--- src/rtl/multicycle_control.sv ---
// multicycle_control
// Multi-cycle instruction sequencer. Steps each instruction through
// FETCH, DECODE, EXEC, MEM and WB (plus WB2 for the two-phase swap) and
// drives every datapath strobe for the current cycle.
//
// Ports:
//   Clk, Reset_n        clock (rising edge), asynchronous active-low reset
//   start               leave IDLE and begin fetching
//   instr, func         opcode / function field, sampled at end of FETCH
//   zero                ALU equality flag (used by BEQ in EXEC)
//   mem_ready           data memory completes its access this cycle (MEM only)
//   halt_req            stop instead of fetching
//   PCWrite..RegWrite   PC/IR/datapath control strobes
//   ALUOp               latched opcode in EXEC/MEM/WB, all-ones otherwise
//   busy, done, mem_err status flags
//   instr_cnt           retired-instruction counter (wraps)
module multicycle_control #(
  parameter int OPWIDTH     = 3,
  parameter int MCODEBITS   = 3,
  parameter int CNTW        = 16,
  parameter int MEM_TIMEOUT = 8
) (
  input  logic                 Clk,
  input  logic                 Reset_n,
  input  logic                 start,
  input  logic [MCODEBITS-1:0] instr,
  input  logic [1:0]           func,
  input  logic                 zero,
  input  logic                 mem_ready,
  input  logic                 halt_req,
  output logic                 PCWrite,
  output logic                 PCSrcBr,
  output logic                 PCSrcJmp,
  output logic                 IRWrite,
  output logic                 RegDst,
  output logic                 LS,
  output logic                 iSig,
  output logic                 SwapPhase,
  output logic                 MemtoReg,
  output logic                 MemRead,
  output logic                 MemWrite,
  output logic                 ALUSrc,
  output logic                 RegWrite,
  output logic [OPWIDTH-1:0]   ALUOp,
  output logic                 busy,
  output logic                 done,
  output logic                 mem_err,
  output logic [CNTW-1:0]      instr_cnt
);

  localparam logic [MCODEBITS-1:0] OP_BEQ   = MCODEBITS'(1);
  localparam logic [MCODEBITS-1:0] OP_LOAD  = MCODEBITS'(4);
  localparam logic [MCODEBITS-1:0] OP_STORE = MCODEBITS'(5);
  localparam logic [MCODEBITS-1:0] OP_JUMP  = MCODEBITS'(6);
  localparam logic [MCODEBITS-1:0] OP_ITYPE = MCODEBITS'(7);
  localparam logic [1:0]           FN_SWAP  = 2'b10;

  localparam int              WW        = (MEM_TIMEOUT > 1) ? $clog2(MEM_TIMEOUT) : 1;
  localparam logic [WW-1:0]   WAIT_LAST = WW'(MEM_TIMEOUT - 1);

  typedef enum logic [2:0] {
    S_IDLE, S_FETCH, S_DECODE, S_EXEC, S_MEM, S_WB, S_WB2, S_HALT
  } state_t;

  // ERR needs its own encoding; 8 states above fill 3 bits, so widen.
  typedef enum logic [3:0] {
    ST_IDLE   = 4'd0,
    ST_FETCH  = 4'd1,
    ST_DECODE = 4'd2,
    ST_EXEC   = 4'd3,
    ST_MEM    = 4'd4,
    ST_WB     = 4'd5,
    ST_WB2    = 4'd6,
    ST_HALT   = 4'd7,
    ST_ERR    = 4'd8
  } fsm_t;

  fsm_t                 state, next_state;
  logic [MCODEBITS-1:0] op_q;
  logic [1:0]           func_q;
  logic [WW-1:0]        wait_q;
  logic                 retire, wait_clr, wait_inc, is_load, is_swap;

  assign is_load = (op_q == OP_LOAD);
  assign is_swap = (op_q == OP_ITYPE) && (func_q == FN_SWAP);

  always_ff @(posedge Clk or negedge Reset_n) begin
    if (!Reset_n) begin
      state     <= ST_IDLE;
      op_q      <= '0;
      func_q    <= '0;
      wait_q    <= '0;
      instr_cnt <= '0;
    end else begin
      state <= next_state;
      // Opcode/func captured only on the FETCH->DECODE edge
      if (state == ST_FETCH && !halt_req) begin
        op_q   <= instr;
        func_q <= func;
      end
      if (wait_clr)      wait_q <= '0;
      else if (wait_inc) wait_q <= wait_q + 1'b1;
      if (retire) instr_cnt <= instr_cnt + 1'b1;
    end
  end

  always_comb begin
    next_state = state;
    retire     = 1'b0;
    wait_clr   = 1'b0;
    wait_inc   = 1'b0;
    PCWrite    = 1'b0;
    PCSrcBr    = 1'b0;
    PCSrcJmp   = 1'b0;
    IRWrite    = 1'b0;
    RegDst     = 1'b0;
    LS         = 1'b0;
    iSig       = 1'b0;
    SwapPhase  = 1'b0;
    MemtoReg   = 1'b0;
    MemRead    = 1'b0;
    MemWrite   = 1'b0;
    ALUSrc     = 1'b0;
    RegWrite   = 1'b0;
    ALUOp      = {OPWIDTH{1'b1}};
    busy       = 1'b0;
    done       = 1'b0;
    mem_err    = 1'b0;
    unique case (state)
      ST_IDLE: begin
        if (start) next_state = ST_FETCH;
      end
      ST_FETCH: begin
        busy = 1'b1;
        if (halt_req) begin
          next_state = ST_HALT;
        end else begin
          IRWrite    = 1'b1;
          PCWrite    = 1'b1;
          next_state = ST_DECODE;
        end
      end
      ST_DECODE: begin
        busy       = 1'b1;
        next_state = ST_EXEC;
      end
      ST_EXEC: begin
        busy  = 1'b1;
        ALUOp = OPWIDTH'(op_q);
        if (op_q == OP_BEQ) begin
          ALUSrc     = 1'b1;
          PCWrite    = zero;
          PCSrcBr    = zero;
          retire     = 1'b1;
          next_state = ST_FETCH;
        end else if (op_q == OP_JUMP) begin
          PCWrite    = 1'b1;
          PCSrcJmp   = 1'b1;
          retire     = 1'b1;
          next_state = ST_FETCH;
        end else if (op_q == OP_LOAD || op_q == OP_STORE) begin
          ALUSrc     = 1'b1;
          wait_clr   = 1'b1;
          next_state = ST_MEM;
        end else begin
          RegDst     = 1'b1;
          iSig       = (op_q == OP_ITYPE) && !is_swap;
          next_state = ST_WB;
        end
      end
      ST_MEM: begin
        busy     = 1'b1;
        ALUOp    = OPWIDTH'(op_q);
        ALUSrc   = 1'b1;
        MemRead  = is_load;
        LS       = is_load;
        MemWrite = !is_load;
        // Ready wins over timeout when both land on the same cycle
        if (mem_ready) begin
          next_state = is_load ? ST_WB : ST_FETCH;
          retire     = !is_load;
        end else if (wait_q == WAIT_LAST) begin
          next_state = ST_ERR;
        end else begin
          wait_inc = 1'b1;
        end
      end
      ST_WB: begin
        busy     = 1'b1;
        ALUOp    = OPWIDTH'(op_q);
        RegWrite = 1'b1;
        MemtoReg = is_load;
        LS       = is_load;
        RegDst   = !is_load;
        if (is_swap) begin
          next_state = ST_WB2;
        end else begin
          retire     = 1'b1;
          next_state = ST_FETCH;
        end
      end
      ST_WB2: begin
        busy       = 1'b1;
        RegWrite   = 1'b1;
        RegDst     = 1'b1;
        SwapPhase  = 1'b1;
        retire     = 1'b1;
        next_state = ST_FETCH;
      end
      ST_HALT: begin
        done = 1'b1;
      end
      ST_ERR: begin
        mem_err = 1'b1;
      end
      default: begin
        next_state = ST_IDLE;
      end
    endcase
  end

endmodule

--- config.mk ---
export PLATFORM = sky130hd
export DESIGN_NAME = multicycle_control
export DESIGN_NICKNAME = d
export VERILOG_FILES = /design/src/rtl/multicycle_control.sv
export SDC_FILE = /design/constraint.sdc
export NUM_CORES = 1
export LEC_CHECK = 0
export ABC_CLOCK_PERIOD_IN_PS = 2400
export BUFFER_PORTS_ARGS = -buffer_cell sky130_fd_sc_hd__buf_2
export CORE_MARGIN = 5
export CORE_UTILIZATION = 41
export CTS_CLUSTER_DIAMETER = 80
export CTS_CLUSTER_SIZE = 14
export DETAILED_ROUTE_END_ITERATION = 10
export PLACE_DENSITY = 0.73
export SYNTH_ARGS = -nofsm -noshare
export SYNTH_HDL_FRONTEND = slang
export SYNTH_SLANG_ARGS = --single-unit
--- constraint.sdc ---
create_clock -name Clk -period 2.4 [get_ports Clk]
set_input_delay 0.48 -clock Clk [delete_from_list [all_inputs] [get_ports Clk]]
set_output_delay 0.48 -clock Clk [all_outputs]
set_load 0.03 [all_outputs]
# Yosys cells after proc, flatten, opt, wreduce, memory -nomap -nowiden
# Cells that the tools add are included.
[word_totals]
reg_bits = 28
inputBits = 11
output_inout_bits = 35
[op_classes]
add_sub_neg = 2
eq_ne = 17
n_mux = 52
bitwise_logic = 1
n_reduce_logical = 15
[ops]
columns = ["operator", "count"]
rows = [
  ["two-way mux 1 bit", 36],
  ["case mux 4 bit (8 select lines)", 1],
  ["two-way mux 3 bit", 8],
  ["adder 16 x 1 -> 16 bit (second input constant)", 1],
  ["== test 4 x 3 -> 1 bit (second input constant)", 4],
  ["== test 3 bit (second input constant)", 5],
  ["two-way mux 4 bit", 3],
  ["== test 4 x 2 -> 1 bit (second input constant)", 2],
  ["OR reduction 2 bit", 3],
  ["OR reduction 6 bit", 1],
  ["== test 4 x 1 -> 1 bit (second input constant)", 1],
  ["== test 4 bit (second input constant)", 1],
  ["logical NOT 4 bit", 1],
  ["case mux 1 bit (2 select lines)", 2],
  ["case mux 1 bit (4 select lines)", 1],
  ["adder 3 x 1 -> 3 bit (second input constant)", 1],
  ["== test 3 x 1 -> 1 bit (second input constant)", 1],
  ["logical AND 1 bit", 3],
  ["logical NOT 1 bit", 3],
  ["!= test 3 bit (second input constant)", 1],
  ["case mux 1 bit (3 select lines)", 1],
  ["AND reduction 3 bit", 1],
  ["OR reduction 3 bit", 1],
  ["== test 2 bit (second input constant)", 1],
  ["4 further kinds", 4],
]

# Longest topological paths before layout
# Gate-level depths: netlist of the first run.
[logic_depth]
ltp_word = 8
depth_mapped = 6
mapped_depth_nobuf = 6

# Worst setup path before layout of the first run
# Ideal clock, no wire load.
[synth_path]
path_kind = "register to output"
from = "register state[1]"
to = "output port PCWrite"
arrival_time_ps = 2099
slack_ps = -179
path_stages_with_launch = 6
path_buffers = 1
cell_sequence = "dfrtp_1 -> buf_4 -> nand2_1 -> or3_1 -> nor3_1 -> or3_1"
[synth_via]
elab_chain_len = 2
word_cells_on_any_way = 3
[synth_rtl]
columns = ["item", "line", "source"]
rows = [
  ["start, declared", "78", "fsm_t state, next_state;"],
  ["start signal, assigned", "95", "state <= next_state;"],
  ["== test 4 x 2 -> 1 bit or == test 4 x 1 -> 1 bit (tied branches)", "129", "unique case (state)"],
  ["case mux 1 bit (2 select lines) *", "129", ""],
  ["end, declared", "31", "output logic PCWrite,"],
]
# Mark *: on every way between the ends. The rest lies on a longest branch, timed or not.

# Worst setup path after layout of the first run
# Same ends and word-level chain as after synthesis.

==> results of run 1 <==
## placed cells by master (no fill, tap or decap), drive strengths merged, types with 2 or more instances in the layout
cell    Yosys  final
xor2       16     16
nand2b      8      8
clkbuf      7      3
ha          3      3
nand2      11     11
nand4       3      3
a21boi      2      2
and2        3      3
nor2b       5      5
inv         3      3
dfrtp      28     28
a31oi       9      9
o21ai       2      2
buf         6     52
a21oi       8      8
and4        3      3
a32oi       2      2
a311oi      6      6
a211oi      2      2
nand3b      2      2
mux2        6      6
nor3b       3      3
nor2       11     11
or3         2      2
nor3        3      3
nand3       9      9
o31a        3      3
## worst max path at each step
stage                              start  slack [ns]                        to
finish              state[1]$_DFFE_PN0P_        0.07                   PCWrite
floorplan           state[3]$_DFFE_PN0P_       -0.01                   PCWrite
detailed placement  state[2]$_DFFE_PN0P_        0.24  instr_cnt[1]$_DFFE_PN0P_
global route        state[2]$_DFFE_PN0P_       -0.02                    RegDst
global placement    state[2]$_DFFE_PN0P_        0.26  instr_cnt[1]$_DFFE_PN0P_
CTS                  op_q[0]$_DFFE_PN0P_        0.03                    RegDst
## routing by layer
metal / track usage (%) / wire, um
met1: 20.6 / 1880
met2: 22.6 / 1920
met3: 2.37 / 191
met4: 3.88 / 27
met5: 0 / 0
## power breakdown
group | internal (mW) | switching [mW] | total [mW]
Sequential | 0.694 | 0.315 | 1.01
Clock | 0.223 | 0.147 | 0.371
Combinational | 0.689 | 1.14 | 1.83
Total | 1.61 | 1.61 | 3.21
## sequential cells by signal (all words and copies together) (netlist names)
signal,flops
wait_q,3
func_q,2
state,4
op_q,3
instr_cnt,16
## cell families after synthesis
| logic type | count (synthesis) | synth area share [%] |
|---|---|---|
| muxes | 6 | 3.81 |
| DFF | 28 | 39.5 |
| buffers and inverters | 16 | 4.65 |
| adders and majority gates | 3 | 2.11 |
| and+or+nand+nor | 72 | 24.6 |
| xor gates and xnor gates | 17 | 8.39 |
| AOI/OAI and AO/OA | 39 | 17.0 |
## area by class of cell
cell class                      count  area (um^2)  share of cell area [%]
Multi-Input combinational cell    137         1010                    47.0
Sequential cell                    28          707                    33.0
Timing Repair Buffer               52          280                    13.1
Tap cell                           52         65.1                    3.04
Clock buffer                        3         41.3                    1.93
Clock inverter                      1         30.0                    1.40
Inverter                            3         11.3                   0.526
## repair_timing
action / 4_1_cts / 5_1_grt
gates resized for setup: 3 / 5
setup endpoints to repair: 3 / 4
buffers inserted: 0 / 2
hold endpoints to repair: 0 / 0
## stage by stage
| step | hold WS [ns] | setup TNS [ns] | utilization, % |
|---|---|---|---|
| detailed placement | 0.455 | 0 | 47.9 |
| finish | 0.201 | 0 | 50.2 |
| CTS | 0.223 | 0 | 49.6 |
| floorplan | 0.184 | -0.0132 | - |
| global placement | 0.452 | 0 | 47.9 |
| global route | 0.260 | -0.0151 | 50.2 |
==> out/qor.yml, run 1 <==
worst_setup_path:
  path_buf_inv: 2
  required_ns: 1.92
  worstPathMaxFanout: 9
  crit_slowest_cell: "dfrtp_2"
  reg2reg_depth: 5
  r2r-start: "state[1]$_DFFE_PN0P_"
  worstSetupEndpointType: "primary output"
  startpoint_type: "register"
  path_cells: "buf_4, and4bb_2, and2_1, or3_1, buf_2"
  crit_type: "reg -> out"
  cpPeakStageDelay_ns: 0.48
  r2r_end: "instr_cnt[1]$_DFFE_PN0P_"
  crit_cells: 5
  rrSetupSlack_ns: 0.26
  critPathTopFamily: "simple AND/OR/NAND/NOR gates"
  worstPathArrival_ns: 1.85
power_and_ir_drop:
  power.density_nw_per_um2: 1500
  total_power_mw: 3.21
  p_leak_nw: 0.890
  ir_drop_mv: 0.618
logic_synthesis:
  syn_avg_cell_area_um2: 9.81
  synth-seq-area-share_pct: 39.5
  ys_top_cells_by_count: "dfrtp_1, xor2_1, nand2_1, nor2_1"
  synth_top_area_share_pct: 39.5
  synth_edf_count: 0
  netlist_instances: 181
  synthDistinctLibCells: 46
  netlist_area_um2: 1780
  synthFlopType: "dfrtp_1"
  syn_nets: 195
  yosysMostFrequentCell: "dfrtp_1"
  synth_area_leader_cell: "dfrtp_1"
  ys_async_sr_fraction_pct: 100
  ys_seq_elements: 28
  yosysWarningCount: 0
  synthTopCellsByArea: "dfrtp_1, xor2_1, mux2_2"
routing:
  avgRoutedWirePerCell_um: 14.6
  drt-pass1-iter-count: 4
  drtIter0Drc: 104
  ant_nets: 0
  drt-total-wl_um: 4020
  viasPerCell: 5.46
  via_count: 1508
  drc: 0
finish:
  nNetsFinal: 239
  diodes: 0
  stdcell_count: 276
  syn_to_final_growth_pct: 20.6
  finalInstanceArea_um2: 2140
  final.fill_count: 411
  drive_above_1_share_pct: 35.7
clocking:
  ctsLongestPathBuffers: 2
  cts_root_buf: "clkbuf_8"
  cts-buffers-inserted: 3
  htree_levels: 1
  cts_hold_buf: 0
  cts_num_sinks: 28
  cts_tree: "built"
  clock_latency_ns: 0.27
  path_clk_slew_ns: 0.10
timing:
  worst_pin_slew_ns: 0.684
  post-route-min-period_ns: 2.33
  post-route-period-util_pct: 96.9
  timing.fmax_ghz: 0.430
  rsz0062_at_grt: "true"
  fin_ws_ns: 0.0743
  finalHoldViolations: 0
  report.final.slew_viol_count: 0
  setup_violations: 0
  clock_skew_ns: 0.00708
  slew_headroom_pct: 54.4
global_routing:
  grt_max_degree: 29
  antenna_found_initial: 0
  overflow: 0
  grt_pass1_wl_um: 6490
  grt_pass1_vias: 1378
  grtUsageTotal_pct: 14.4
place:
  hpwl_um: 3000
  place_worst_setup_slack_ns: 0.235
  port_buffers: 45
  place_area_um2: 2040
  gp_congestion: 0.882
  dp.cells: 270
floorplan:
  core_um2: 4260
  die_x_um: 75.8
  die_h_um: 75.8
  row_count: 24
  start_util_pct: 41.6
  ios: 46
  dieArea_um2: 5750
hold_path:
  hold_class: "in -> async"
run:
  maxCapViolCount: 0
outcome:
  status: "completed"
Power figures use the tool's default switching activity.
==> inputs of run 2 (changes only) <==
RECOVER_POWER = 100   (was unset)
==> run 2 against run 1 <==
  * Sequential share of layout area barely moved
  * First-iteration DRC count fell by 0.96%
  * Core utilization fell by 0.059 points
  * Wire length barely moved
  * Via count rose by 0.20%
  * Clock skew barely moved
  * Worst setup slack barely moved
  * Sequential power barely moved
  * Final area fell by 0.12%
  * Critical path depth did not move
  * Clock-buffer cell count did not move
  * Largest power group unchanged
  * Critical path type unchanged
  * Combinational power barely moved
==> out/qor.yml, run 2 (synthesis gave the netlist of run 1 again) <==
floorplan:
  ios: 46  # unchanged
  die_h_um: 75.8  # unchanged
  start_util_pct: 41.6  # unchanged
  row_count: 24  # unchanged
  die_x_um: 75.8  # unchanged
  dieArea_um2: 5750  # unchanged
  core_um2: 4260  # unchanged
hold_path:
  hold_depth: 2
  hp-start: "instr[0]"
  hold_class: "in -> reg"
worst_setup_path:
  crit_type: "reg -> out"
  crit_slowest_cell: "dfrtp_2"
  path_cells: "buf_4, and4bb_2, and2_1, or3_1, buf_2"
  worstSetupEndpointType: "primary output"
  reg2reg_depth: 5  # unchanged
  crit_start: "state[1]$_DFFE_PN0P_"
  worstPathMaxFanout: 9  # unchanged
  cpPeakStageDelay_ns: 0.48  # about the same
  startpoint_type: "register"
  worstPathArrival_ns: 1.85  # about the same
  r2r-start: "state[1]$_DFFE_PN0P_"
  rrSetupSlack_ns: 0.26  # about the same
  required_ns: 1.92  # about the same
routing:
  wl_met3_um: 192  # +0.52%
  wl_met1_um: 1870  # -0.11%
  viasPerCell: 5.47  # +0.20%
  via_count: 1511  # +0.20%
  drtIter0Drc: 103  # -0.96%
  drc: 0  # unchanged
  drt-pass1-iter-count: 4  # unchanged
  wl_met2_um: 1920  # about the same
  drt-total-wl_um: 4020  # about the same
  avgRoutedWirePerCell_um: 14.6  # about the same
  ant_nets: 0  # unchanged
  topRoutingLayerUsed: "met4"
clocking:
  cts_root_buf: "clkbuf_8"
  clock_latency_ns: 0.27  # about the same
  cts_num_sinks: 28  # unchanged
  path_clk_slew_ns: 0.09  # about the same
  htree_levels: 1  # unchanged
  ctsLongestPathBuffers: 2  # unchanged
  cts_tree: "built"
  cts-buffers-inserted: 3  # unchanged
finish:
  layout_common_cells: "buf_2, dfrtp_1, xor2_1"
  drive_above_1_share_pct: 34.8  # -0.89 points
  finalCoreUtilization_pct: 50.1  # -0.059 points
  biggestRegsByFlops: "instr_cnt: 16 flops, state: 4 flops"
  regMostFlops: "instr_cnt"
  syn_to_final_growth_pct: 20.4
  finalInstanceArea_um2: 2140  # -0.12%
  diodes: 0  # unchanged
  nNetsFinal: 239  # unchanged
  stdcell_count: 276  # unchanged
  layout_commonest_cell: "buf_2"
  largest_reg_flops: 16  # unchanged
timing:
  whs_ns: 0.435  # +0.233 ns
  post-route-min-period_ns: 2.33  # -0.0000305 ns
  slew_headroom_pct: 3.14  # -51 points
  timing.fmax_ghz: 0.430  # about the same
  setup_violations: 0  # unchanged
  rsz0062_at_grt: "true"
  clock_skew_ns: 0.00723  # +0.000157 ns
  report.final.slew_viol_count: 0  # unchanged
  post-route-period-util_pct: 96.9  # about the same
  finalHoldViolations: 0  # unchanged
  fin_setup_tns_ns: 0  # unchanged
  fin_ws_ns: 0.0743  # +0.0000305 ns
  worst_pin_slew_ns: 1.45  # +0.769 ns
place:
  hpwl_um: 3000  # unchanged
  gp_congestion: 0.882  # unchanged
  place_worst_setup_slack_ns: 0.235  # unchanged
  place_area_um2: 2040  # unchanged
  dp.cells: 270  # unchanged
  port_buffers: 45  # unchanged
global_routing:
  antenna_found_initial: 0  # unchanged
  overflow: 0  # unchanged
  grt_pass1_wl_um: 6490  # unchanged
  grt_pass1_vias: 1378  # unchanged
  grtUsageTotal_pct: 14.4  # unchanged
  grt_max_degree: 29  # unchanged
power_and_ir_drop:
  ir_drop_mv: 0.618  # about the same
  total_power_mw: 3.21  # about the same
  power.density_nw_per_um2: 1500  # about the same
  p_leak_nw: 0.886  # -0.49%
run:
  maxCapViolCount: 0  # unchanged
outcome:
  status: "completed"
[run 2: final timing paths]
check                                       endpoint
max                                          PCWrite
min                              op_q[0]$_DFFE_PN0P_
max reg2reg                 instr_cnt[1]$_DFFE_PN0P_
min reg2reg                instr_cnt[15]$_DFFE_PN0P_
max in group asynchronous        op_q[0]$_DFFE_PN0P_
min in group asynchronous  instr_cnt[10]$_DFFE_PN0P_
[run 2: what timing repair did]
action | in CTS | in global routing
hold buffers | 0 | 0
buffers inserted | 0 | 2
endpoints found under the setup margin | 3 | 4
gates resized for setup | 3 | 5
[run 2: report_power, final]
| group | internal [mW] | total (mW) | switching, mW |
|---|---|---|---|
| clock | 0.223 | 0.371 | 0.147 |
| sequential | 0.693 | 1.01 | 0.315 |
| combinational | 0.688 | 1.83 | 1.14 |
[run 2: area by class of cell]
| type | instances | area [um^2] |
|---|---|---|
| Fill cell | 412 | 2130 |
| Multi-Input combinational cell | 137 | 1010 |
| Tap cell | 52 | 65.1 |
| Inverter | 3 | 11.3 |
| Timing Repair Buffer | 52 | 278 |
| Sequential cell | 28 | 707 |
| Clock inverter | 1 | 30.0 |
| Clock buffer | 3 | 41.3 |
[run 2: routing by layer]
layer / vias up / global-route usage (%)
li1: 747 / -
met1: 723 / 20.6
met2: 39 / 22.6
met3: 2 / 2.37
met4: 0 / 3.88
met5: - / 0
[run 2: worst max-delay path, delay by kind of cell (launching register included)]
kind | cells | cell delay (ns)
and+or+nand+nor | 3 | 0.75
DFF | 1 | 0.48
buffers and inverters | 2 | 0.35
